===== src/rtl/alu_rs_pkg.sv =====
// Shared widths and the entry record for the ALU reservation station.
package alu_rs_pkg;

  localparam int unsigned OP_W   = 8;
  localparam int unsigned DATA_W = 32;
  localparam int unsigned PREG_W = 7;

  typedef struct packed {
    logic              valid;
    logic [OP_W-1:0]   op;
    logic [DATA_W-1:0] src1;
    logic              rdy1;
    logic [DATA_W-1:0] src2;
    logic              rdy2;
    logic [PREG_W-1:0] waddr;
    logic              wable;
  } rs_entry_t;

endpackage


===== src/rtl/alu_rs_if.sv =====
// Dispatch, writeback-broadcast and issue signals of the ALU reservation station.
interface alu_rs_if;
  import alu_rs_pkg::*;

  logic [OP_W-1:0]   in_mic_op;
  logic [DATA_W-1:0] in_src1;
  logic              in_src1_able;
  logic [DATA_W-1:0] in_src2;
  logic              in_src2_able;
  logic [PREG_W-1:0] in_write_addr;
  logic              in_write_able;
  logic              in_valid;
  logic              rs_full;

  logic              wb1_valid;
  logic [PREG_W-1:0] wb1_addr;
  logic [DATA_W-1:0] wb1_data;
  logic              wb2_valid;
  logic [PREG_W-1:0] wb2_addr;
  logic [DATA_W-1:0] wb2_data;

  logic              issue_valid;
  logic              issue_accept;
  logic [OP_W-1:0]   issue_mic_op;
  logic [DATA_W-1:0] issue_src1;
  logic [DATA_W-1:0] issue_src2;
  logic [PREG_W-1:0] issue_write_addr;
  logic              issue_write_able;

  modport master (
    output in_mic_op, in_src1, in_src1_able, in_src2, in_src2_able,
    output in_write_addr, in_write_able, in_valid,
    output wb1_valid, wb1_addr, wb1_data, wb2_valid, wb2_addr, wb2_data,
    output issue_accept,
    input  rs_full, issue_valid, issue_mic_op, issue_src1, issue_src2,
    input  issue_write_addr, issue_write_able
  );

  modport slave (
    input  in_mic_op, in_src1, in_src1_able, in_src2, in_src2_able,
    input  in_write_addr, in_write_able, in_valid,
    input  wb1_valid, wb1_addr, wb1_data, wb2_valid, wb2_addr, wb2_data,
    input  issue_accept,
    output rs_full, issue_valid, issue_mic_op, issue_src1, issue_src2,
    output issue_write_addr, issue_write_able
  );

endinterface


===== src/rtl/rs_wakeup_cmp.sv =====
// Compares one operand tag against both writeback buses; bus 1 wins on a double hit.
module rs_wakeup_cmp
  import alu_rs_pkg::*;
(
  input  logic [PREG_W-1:0] i_tag,
  input  logic              i_wb1_valid,
  input  logic [PREG_W-1:0] i_wb1_addr,
  input  logic [DATA_W-1:0] i_wb1_data,
  input  logic              i_wb2_valid,
  input  logic [PREG_W-1:0] i_wb2_addr,
  input  logic [DATA_W-1:0] i_wb2_data,
  output logic              o_hit,
  output logic [DATA_W-1:0] o_data
);

  logic w_hit1;
  logic w_hit2;

  assign w_hit1 = i_wb1_valid && (i_wb1_addr == i_tag);
  assign w_hit2 = i_wb2_valid && (i_wb2_addr == i_tag);
  assign o_hit  = w_hit1 || w_hit2;
  assign o_data = w_hit1 ? i_wb1_data : i_wb2_data;

endmodule


===== src/rtl/alu_rs.sv =====
// Age-ordered ALU reservation station: compacted entries, writeback snooping,
// oldest-ready issue and enqueue bypass from same-cycle broadcasts.
module alu_rs
  import alu_rs_pkg::*;
#(
  parameter int unsigned DEPTH = 8
) (
  input  logic     i_clk,
  input  logic     i_rst_n,
  input  logic     i_rs_flash,
  alu_rs_if.slave  bus
);

  localparam int unsigned IDX_W = $clog2(DEPTH);
  localparam int unsigned CNT_W = IDX_W + 1;

  rs_entry_t         r_entries [DEPTH];
  logic [CNT_W-1:0]  r_count;

  rs_entry_t         w_ext  [DEPTH+1];
  rs_entry_t         w_next [DEPTH];
  rs_entry_t         w_new;
  rs_entry_t         w_sel_entry;
  logic [DEPTH-1:0]  w_hit1;
  logic [DEPTH-1:0]  w_hit2;
  logic [DATA_W-1:0] w_hdata1 [DEPTH];
  logic [DATA_W-1:0] w_hdata2 [DEPTH];
  logic              w_byp_hit1;
  logic              w_byp_hit2;
  logic [DATA_W-1:0] w_byp_data1;
  logic [DATA_W-1:0] w_byp_data2;
  logic              w_issue_valid;
  logic [IDX_W-1:0]  w_sel_idx;
  logic              w_full;
  logic              w_fire;
  logic              w_enq;
  logic [CNT_W-1:0]  w_enq_pos;

  for (genvar g = 0; g < DEPTH; g++) begin : g_wake
    rs_wakeup_cmp u_cmp1 (
      .i_tag       (r_entries[g].src1[PREG_W-1:0]),
      .i_wb1_valid (bus.wb1_valid),
      .i_wb1_addr  (bus.wb1_addr),
      .i_wb1_data  (bus.wb1_data),
      .i_wb2_valid (bus.wb2_valid),
      .i_wb2_addr  (bus.wb2_addr),
      .i_wb2_data  (bus.wb2_data),
      .o_hit       (w_hit1[g]),
      .o_data      (w_hdata1[g])
    );
    rs_wakeup_cmp u_cmp2 (
      .i_tag       (r_entries[g].src2[PREG_W-1:0]),
      .i_wb1_valid (bus.wb1_valid),
      .i_wb1_addr  (bus.wb1_addr),
      .i_wb1_data  (bus.wb1_data),
      .i_wb2_valid (bus.wb2_valid),
      .i_wb2_addr  (bus.wb2_addr),
      .i_wb2_data  (bus.wb2_data),
      .o_hit       (w_hit2[g]),
      .o_data      (w_hdata2[g])
    );
  end

  rs_wakeup_cmp u_byp1 (
    .i_tag       (bus.in_src1[PREG_W-1:0]),
    .i_wb1_valid (bus.wb1_valid),
    .i_wb1_addr  (bus.wb1_addr),
    .i_wb1_data  (bus.wb1_data),
    .i_wb2_valid (bus.wb2_valid),
    .i_wb2_addr  (bus.wb2_addr),
    .i_wb2_data  (bus.wb2_data),
    .o_hit       (w_byp_hit1),
    .o_data      (w_byp_data1)
  );

  rs_wakeup_cmp u_byp2 (
    .i_tag       (bus.in_src2[PREG_W-1:0]),
    .i_wb1_valid (bus.wb1_valid),
    .i_wb1_addr  (bus.wb1_addr),
    .i_wb1_data  (bus.wb1_data),
    .i_wb2_valid (bus.wb2_valid),
    .i_wb2_addr  (bus.wb2_addr),
    .i_wb2_data  (bus.wb2_data),
    .o_hit       (w_byp_hit2),
    .o_data      (w_byp_data2)
  );

  // Woken entries plus an empty sentinel slot so the shift-down can read index i+1.
  always_comb begin
    for (int i = 0; i < int'(DEPTH); i++) begin
      w_ext[i] = r_entries[i];
      if (r_entries[i].valid && !r_entries[i].rdy1 && w_hit1[i]) begin
        w_ext[i].src1 = w_hdata1[i];
        w_ext[i].rdy1 = 1'b1;
      end
      if (r_entries[i].valid && !r_entries[i].rdy2 && w_hit2[i]) begin
        w_ext[i].src2 = w_hdata2[i];
        w_ext[i].rdy2 = 1'b1;
      end
    end
    w_ext[DEPTH] = '0;
  end

  always_comb begin
    w_new       = '0;
    w_new.valid = 1'b1;
    w_new.op    = bus.in_mic_op;
    w_new.src1  = (!bus.in_src1_able && w_byp_hit1) ? w_byp_data1 : bus.in_src1;
    w_new.rdy1  = bus.in_src1_able || w_byp_hit1;
    w_new.src2  = (!bus.in_src2_able && w_byp_hit2) ? w_byp_data2 : bus.in_src2;
    w_new.rdy2  = bus.in_src2_able || w_byp_hit2;
    w_new.waddr = bus.in_write_addr;
    w_new.wable = bus.in_write_able;
  end

  // Select uses registered ready bits only; scanning downward leaves the lowest index.
  always_comb begin
    w_issue_valid = 1'b0;
    w_sel_idx     = '0;
    for (int i = int'(DEPTH) - 1; i >= 0; i--) begin
      if (r_entries[i].valid && r_entries[i].rdy1 && r_entries[i].rdy2) begin
        w_issue_valid = 1'b1;
        w_sel_idx     = IDX_W'(i);
      end
    end
  end

  assign w_sel_entry = w_issue_valid ? r_entries[w_sel_idx] : '0;
  assign w_full      = (r_count == CNT_W'(DEPTH));
  assign w_fire      = w_issue_valid && bus.issue_accept;
  assign w_enq       = bus.in_valid && !w_full && !i_rs_flash;
  assign w_enq_pos   = r_count - CNT_W'(w_fire);

  always_comb begin
    for (int i = 0; i < int'(DEPTH); i++) begin
      if (w_fire && (IDX_W'(i) >= w_sel_idx)) begin
        w_next[i] = w_ext[i+1];
      end else begin
        w_next[i] = w_ext[i];
      end
      if (w_enq && (CNT_W'(i) == w_enq_pos)) begin
        w_next[i] = w_new;
      end
    end
  end

  always_ff @(posedge i_clk) begin
    if (!i_rst_n) begin
      for (int i = 0; i < int'(DEPTH); i++) r_entries[i] <= '0;
      r_count <= '0;
    end else if (i_rs_flash) begin
      for (int i = 0; i < int'(DEPTH); i++) r_entries[i] <= '0;
      r_count <= '0;
    end else begin
      for (int i = 0; i < int'(DEPTH); i++) r_entries[i] <= w_next[i];
      r_count <= r_count + CNT_W'(w_enq) - CNT_W'(w_fire);
    end
  end

  assign bus.rs_full          = w_full;
  assign bus.issue_valid      = w_issue_valid;
  assign bus.issue_mic_op     = w_sel_entry.op;
  assign bus.issue_src1       = w_sel_entry.src1;
  assign bus.issue_src2       = w_sel_entry.src2;
  assign bus.issue_write_addr = w_sel_entry.waddr;
  assign bus.issue_write_able = w_sel_entry.wable;

endmodule


===== src/flat_wrapper.sv =====
// flat-port wrapper written by rule: the top's interface ports become plain ports
module alu_rs_flat import alu_rs_pkg::*;
#(
  parameter int unsigned DEPTH = 8
)
  (i_clk, i_rst_n, i_rs_flash, bus_in_mic_op, bus_in_src1, bus_in_src1_able, bus_in_src2, bus_in_src2_able, bus_in_write_addr, bus_in_write_able, bus_in_valid, bus_wb1_valid, bus_wb1_addr, bus_wb1_data, bus_wb2_valid, bus_wb2_addr, bus_wb2_data, bus_issue_accept, bus_rs_full, bus_issue_valid, bus_issue_mic_op, bus_issue_src1, bus_issue_src2, bus_issue_write_addr, bus_issue_write_able);
  alu_rs_if bus_i ();
  input  logic i_clk;
  input  logic i_rst_n;
  input  logic i_rs_flash;
  input wire logic [$bits(bus_i.in_mic_op)-1:0] bus_in_mic_op;
  input wire logic [$bits(bus_i.in_src1)-1:0] bus_in_src1;
  input wire logic [$bits(bus_i.in_src1_able)-1:0] bus_in_src1_able;
  input wire logic [$bits(bus_i.in_src2)-1:0] bus_in_src2;
  input wire logic [$bits(bus_i.in_src2_able)-1:0] bus_in_src2_able;
  input wire logic [$bits(bus_i.in_write_addr)-1:0] bus_in_write_addr;
  input wire logic [$bits(bus_i.in_write_able)-1:0] bus_in_write_able;
  input wire logic [$bits(bus_i.in_valid)-1:0] bus_in_valid;
  input wire logic [$bits(bus_i.wb1_valid)-1:0] bus_wb1_valid;
  input wire logic [$bits(bus_i.wb1_addr)-1:0] bus_wb1_addr;
  input wire logic [$bits(bus_i.wb1_data)-1:0] bus_wb1_data;
  input wire logic [$bits(bus_i.wb2_valid)-1:0] bus_wb2_valid;
  input wire logic [$bits(bus_i.wb2_addr)-1:0] bus_wb2_addr;
  input wire logic [$bits(bus_i.wb2_data)-1:0] bus_wb2_data;
  input wire logic [$bits(bus_i.issue_accept)-1:0] bus_issue_accept;
  output wire logic [$bits(bus_i.rs_full)-1:0] bus_rs_full;
  output wire logic [$bits(bus_i.issue_valid)-1:0] bus_issue_valid;
  output wire logic [$bits(bus_i.issue_mic_op)-1:0] bus_issue_mic_op;
  output wire logic [$bits(bus_i.issue_src1)-1:0] bus_issue_src1;
  output wire logic [$bits(bus_i.issue_src2)-1:0] bus_issue_src2;
  output wire logic [$bits(bus_i.issue_write_addr)-1:0] bus_issue_write_addr;
  output wire logic [$bits(bus_i.issue_write_able)-1:0] bus_issue_write_able;
  assign bus_i.in_mic_op = bus_in_mic_op;
  assign bus_i.in_src1 = bus_in_src1;
  assign bus_i.in_src1_able = bus_in_src1_able;
  assign bus_i.in_src2 = bus_in_src2;
  assign bus_i.in_src2_able = bus_in_src2_able;
  assign bus_i.in_write_addr = bus_in_write_addr;
  assign bus_i.in_write_able = bus_in_write_able;
  assign bus_i.in_valid = bus_in_valid;
  assign bus_i.wb1_valid = bus_wb1_valid;
  assign bus_i.wb1_addr = bus_wb1_addr;
  assign bus_i.wb1_data = bus_wb1_data;
  assign bus_i.wb2_valid = bus_wb2_valid;
  assign bus_i.wb2_addr = bus_wb2_addr;
  assign bus_i.wb2_data = bus_wb2_data;
  assign bus_i.issue_accept = bus_issue_accept;
  assign bus_rs_full = bus_i.rs_full;
  assign bus_issue_valid = bus_i.issue_valid;
  assign bus_issue_mic_op = bus_i.issue_mic_op;
  assign bus_issue_src1 = bus_i.issue_src1;
  assign bus_issue_src2 = bus_i.issue_src2;
  assign bus_issue_write_addr = bus_i.issue_write_addr;
  assign bus_issue_write_able = bus_i.issue_write_able;
  alu_rs #(.DEPTH(DEPTH)) u_core (.i_clk(i_clk), .i_rst_n(i_rst_n), .i_rs_flash(i_rs_flash), .bus(bus_i));
endmodule

===== config.mk =====
export PLATFORM = sky130hd
export DESIGN_NAME = alu_rs_flat
export DESIGN_NICKNAME = d
export VERILOG_FILES = /design/src/rtl/alu_rs_pkg.sv /design/src/rtl/alu_rs_if.sv /design/src/rtl/rs_wakeup_cmp.sv /design/src/rtl/alu_rs.sv /design/src/flat_wrapper.sv
export SDC_FILE = /design/constraint.sdc
export NUM_CORES = 2
export LEC_CHECK = 0
export ABC_AREA = 0
export BUFFER_PORTS_ARGS = -buffer_cell sky130_fd_sc_hd__buf_2
export CORE_UTILIZATION = 65
export CTS_BUF_LIST = sky130_fd_sc_hd__clkbuf_8
export DETAILED_ROUTE_END_ITERATION = 6
export PLACE_DENSITY = 0.81
export SYNTH_ARGS = -nofsm -noshare
export SYNTH_HDL_FRONTEND = slang
export SYNTH_HIERARCHICAL = 1
export SYNTH_SLANG_ARGS = --single-unit

===== constraint.sdc =====
create_clock -name i_clk -period 5.2 [get_ports i_clk]
set_clock_uncertainty 0.05 [all_clocks]
set_input_delay 0.52 -clock i_clk [delete_from_list [all_inputs] [get_ports i_clk]]
set_output_delay 0.52 -clock i_clk [all_outputs]
set_load 0.01 [all_outputs]

==> reports/metrics.cfg <==
[run_status]
status=finished, violations left
failed_checks=design-rule violations, max-capacitance violations, max-slew violations

[timing]
slew_headroom_pct=-1.22
hold_viol=0
period_share_pct=92.7
hold_ws_ns=0.0298
setup_ws_ns=0.377
rsz0062_at_grt=false
setup_viol=0
tns_ns=0
fmax_mhz=207
report.final.slew_viol_count=2
worstMarginPinSlew_ns=1.50
period_minus_slack_ns=4.82

[cells_and_area]
nets=5977
layoutNonFillerInstCount=6974
final_cell_mix=mux2i_1, mux2_2, edfxtp_1
finish.instance_area_um2=59700
syn_to_final_growth_pct=10.6
final_common_cell=mux2i_1
drive_gt1_share_pct=20.5
post-route-util_pct=72.7

[worst_setup_path]
cp_slowest_cell=o221ai_1
crit_arrival_ns=4.25
crit_path_end_kind=primary output
cp-start-kind=flop
rr_startpoint=u_core/r_entries[1][82]
path_cells=nand3_1, o2bb2ai_1, nand2_4, o221ai_1, buf_2
crit_path_max_incr_delay_ns=0.95
worst-r2r-cell-count=12
critPathMaxFanout=37
r2r_end=u_core/r_entries[3][19]
required_ns=4.63
criticalPathCategory=flop to primary output
r2r_slack_ns=0.78

[floorplanning]
rows=105
die_area_um2=84200
chipHeight_um=290
die_x_um=290
design.core.area_um2=82100
io_pins=249
initial_core_util_pct=65.7

[synth]
syn_area_um2=54000
synth_edf_count=581
synth_flop_cell=edfxtp_1
yosysTopAreaCell=edfxtp_1
synth_area_leaders=edfxtp_1, mux2i_1, mux2_2
async_reset_ff_share_pct=0
yosysSeqAreaShare_pct=35.5
avgSynthCellArea_um2=10.2
ys_types=67
synth_top_area_share_pct=32.3
syn_inst=5312
ys_warn_count=6
synth_seq_cells=668

[pwr]
p_leak_nw=25.3
power_mw=13.9
power_density_nw_per_um2=233
ir_drop_mv=0.197

[clocking]
postCtsResizedCells=0
cts.sinks=668
cts_hold_buf=0
max-clock-path-buffers=3
cts.reportedPaths.clkPinSlew_ns=0.07
h-tree-depth=3
cts_made_buffers=118
cts_root_buf=clkbuf_8
post_cts_buffers=0
clkLatencyLatePin_ns=0.83
cts_tree=built

[route]
wl_um=215000
wl_per_cell_um=30.8
first_iter_violations=9187
first_pass_iters=7
viasPerCell=7.29
antenna_left=0
route.detailed.drc=41
vias=50900

[placement]
port_buffers=248
dp_hpwl_um=124000
place_inst=6750
routabilityCongestion=1.04
post-place-ws_ns=0.923
place_area_um2=57400

[min_path]
hp-class=input pin to flop
whs_endpoint=u_core/r_entries[0][74]
min_from=bus_in_mic_op[0]
timing.hold.worst_path_depth=3

[global_route]
grt_usage_pct=48.6
grt_first_pass_wirelength_um=308000
grt_pass1_vias=48800
antenna_found_initial=13
gr-total-overflow=0
grt_max_degree=166

[run]
max_cap_violations=1

## sequential cells by signal, indices dropped and copies added, names as in the netlist
| register | count |
|---|---|
| u_core/r_count | 4 |
| u_core/r_entries | 664 |
## logic make-up (layout without fill, tap and decap cells)
family	count (synthesis)	count (layout)	synth area share, %
adders and majority gates	10	10	0.246
other	1	466	0.00695
muxes	1616	1616	31.7
and+or+nand+nor	1207	1207	9.98
xor gates and xnor gates	256	256	4.15
DFF	668	668	35.5
buffers and inverters	486	613	4.73
AOI/OAI and AO/OA	1068	1068	13.6
## cell usage after synthesis, drive strengths merged (2+ instances only)
cell type / count
a211o: 2
a211oi: 85
a21o: 2
a21oi: 172
a221o: 4
a31oi: 151
a41o: 19
and2: 35
and3: 69
buf: 241
clkbuf: 235
dfxtp: 87
edfxtp: 581
ha: 9
inv: 10
mux2: 768
mux2i: 848
nand2: 444
nand2b: 6
nand3: 77
nand3b: 14
nand4: 39
nor2: 481
nor2b: 3
nor3: 3
nor4: 20
o211ai: 2
o21a: 65
o21ai: 77
o221ai: 80
o22a: 80
o22ai: 260
o2bb2ai: 65
or2: 4
or3: 4
or4: 4
xnor2: 146
xor2: 110
## report_power, final
| group | total, mW | leakage [nW] | switching [mW] | internal [mW] |
|---|---|---|---|---|
| registers | 6.36 | 6.79 | 0.228 | 6.14 |
| logic | 2.54 | 17.2 | 1.60 | 0.942 |
| clock network | 4.98 | 1.39 | 2.46 | 2.52 |
| total | 13.9 | 25.3 | 4.29 | 9.60 |
## worst max-delay path, delay by kind of cell, from the launching register on
family	cells	cell delay, ns
AND/OR/NAND/NOR	2	0.99
buffers and inverters	1	0.27
flip-flops	1	0.44
AO/OA/AOI/OAI	2	1.72
## how the worst max path moves through the flow
stage	endpoint	slack, ns	from	cells after the start
finish	bus_issue_src1[6]	0.38	u_core/r_entries[1][82]	5
CTS	bus_issue_mic_op[0]	0.59	u_core/r_entries[1][82]	6
floorplan	u_core/r_entries[5][0]	1.48	u_core/r_entries[1][82]	13
global route	bus_issue_src1[30]	0.39	u_core/r_entries[1][82]	6
global placement	u_core/r_entries[3][17]	0.96	u_core/r_entries[1][82]	12
detailed placement	u_core/r_entries[3][47]	0.92	u_core/r_entries[1][82]	12
## area by class of cell
| class | count | area (um^2) |
|---|---|---|
| clock inverter | 84 | 442 |
| inverter | 10 | 37.5 |
| sequential | 668 | 19200 |
| multi-input combinational | 4619 | 34200 |
| clock buffer | 136 | 1870 |
| tap | 1070 | 1340 |
| fill | 5983 | 22400 |
| antenna | 4 | 10.0 |
| timing repair buffer | 383 | 2570 |
## layer usage
layer / part of all wire, % / GRT usage [%]
met5: 0.032 / 0
met1: 34 / 61.4
met2: 41 / 70.8
met3: 17 / 16.2
met4: 7.9 / 32.1
Note: power is estimated with default switching activity, not from simulation.
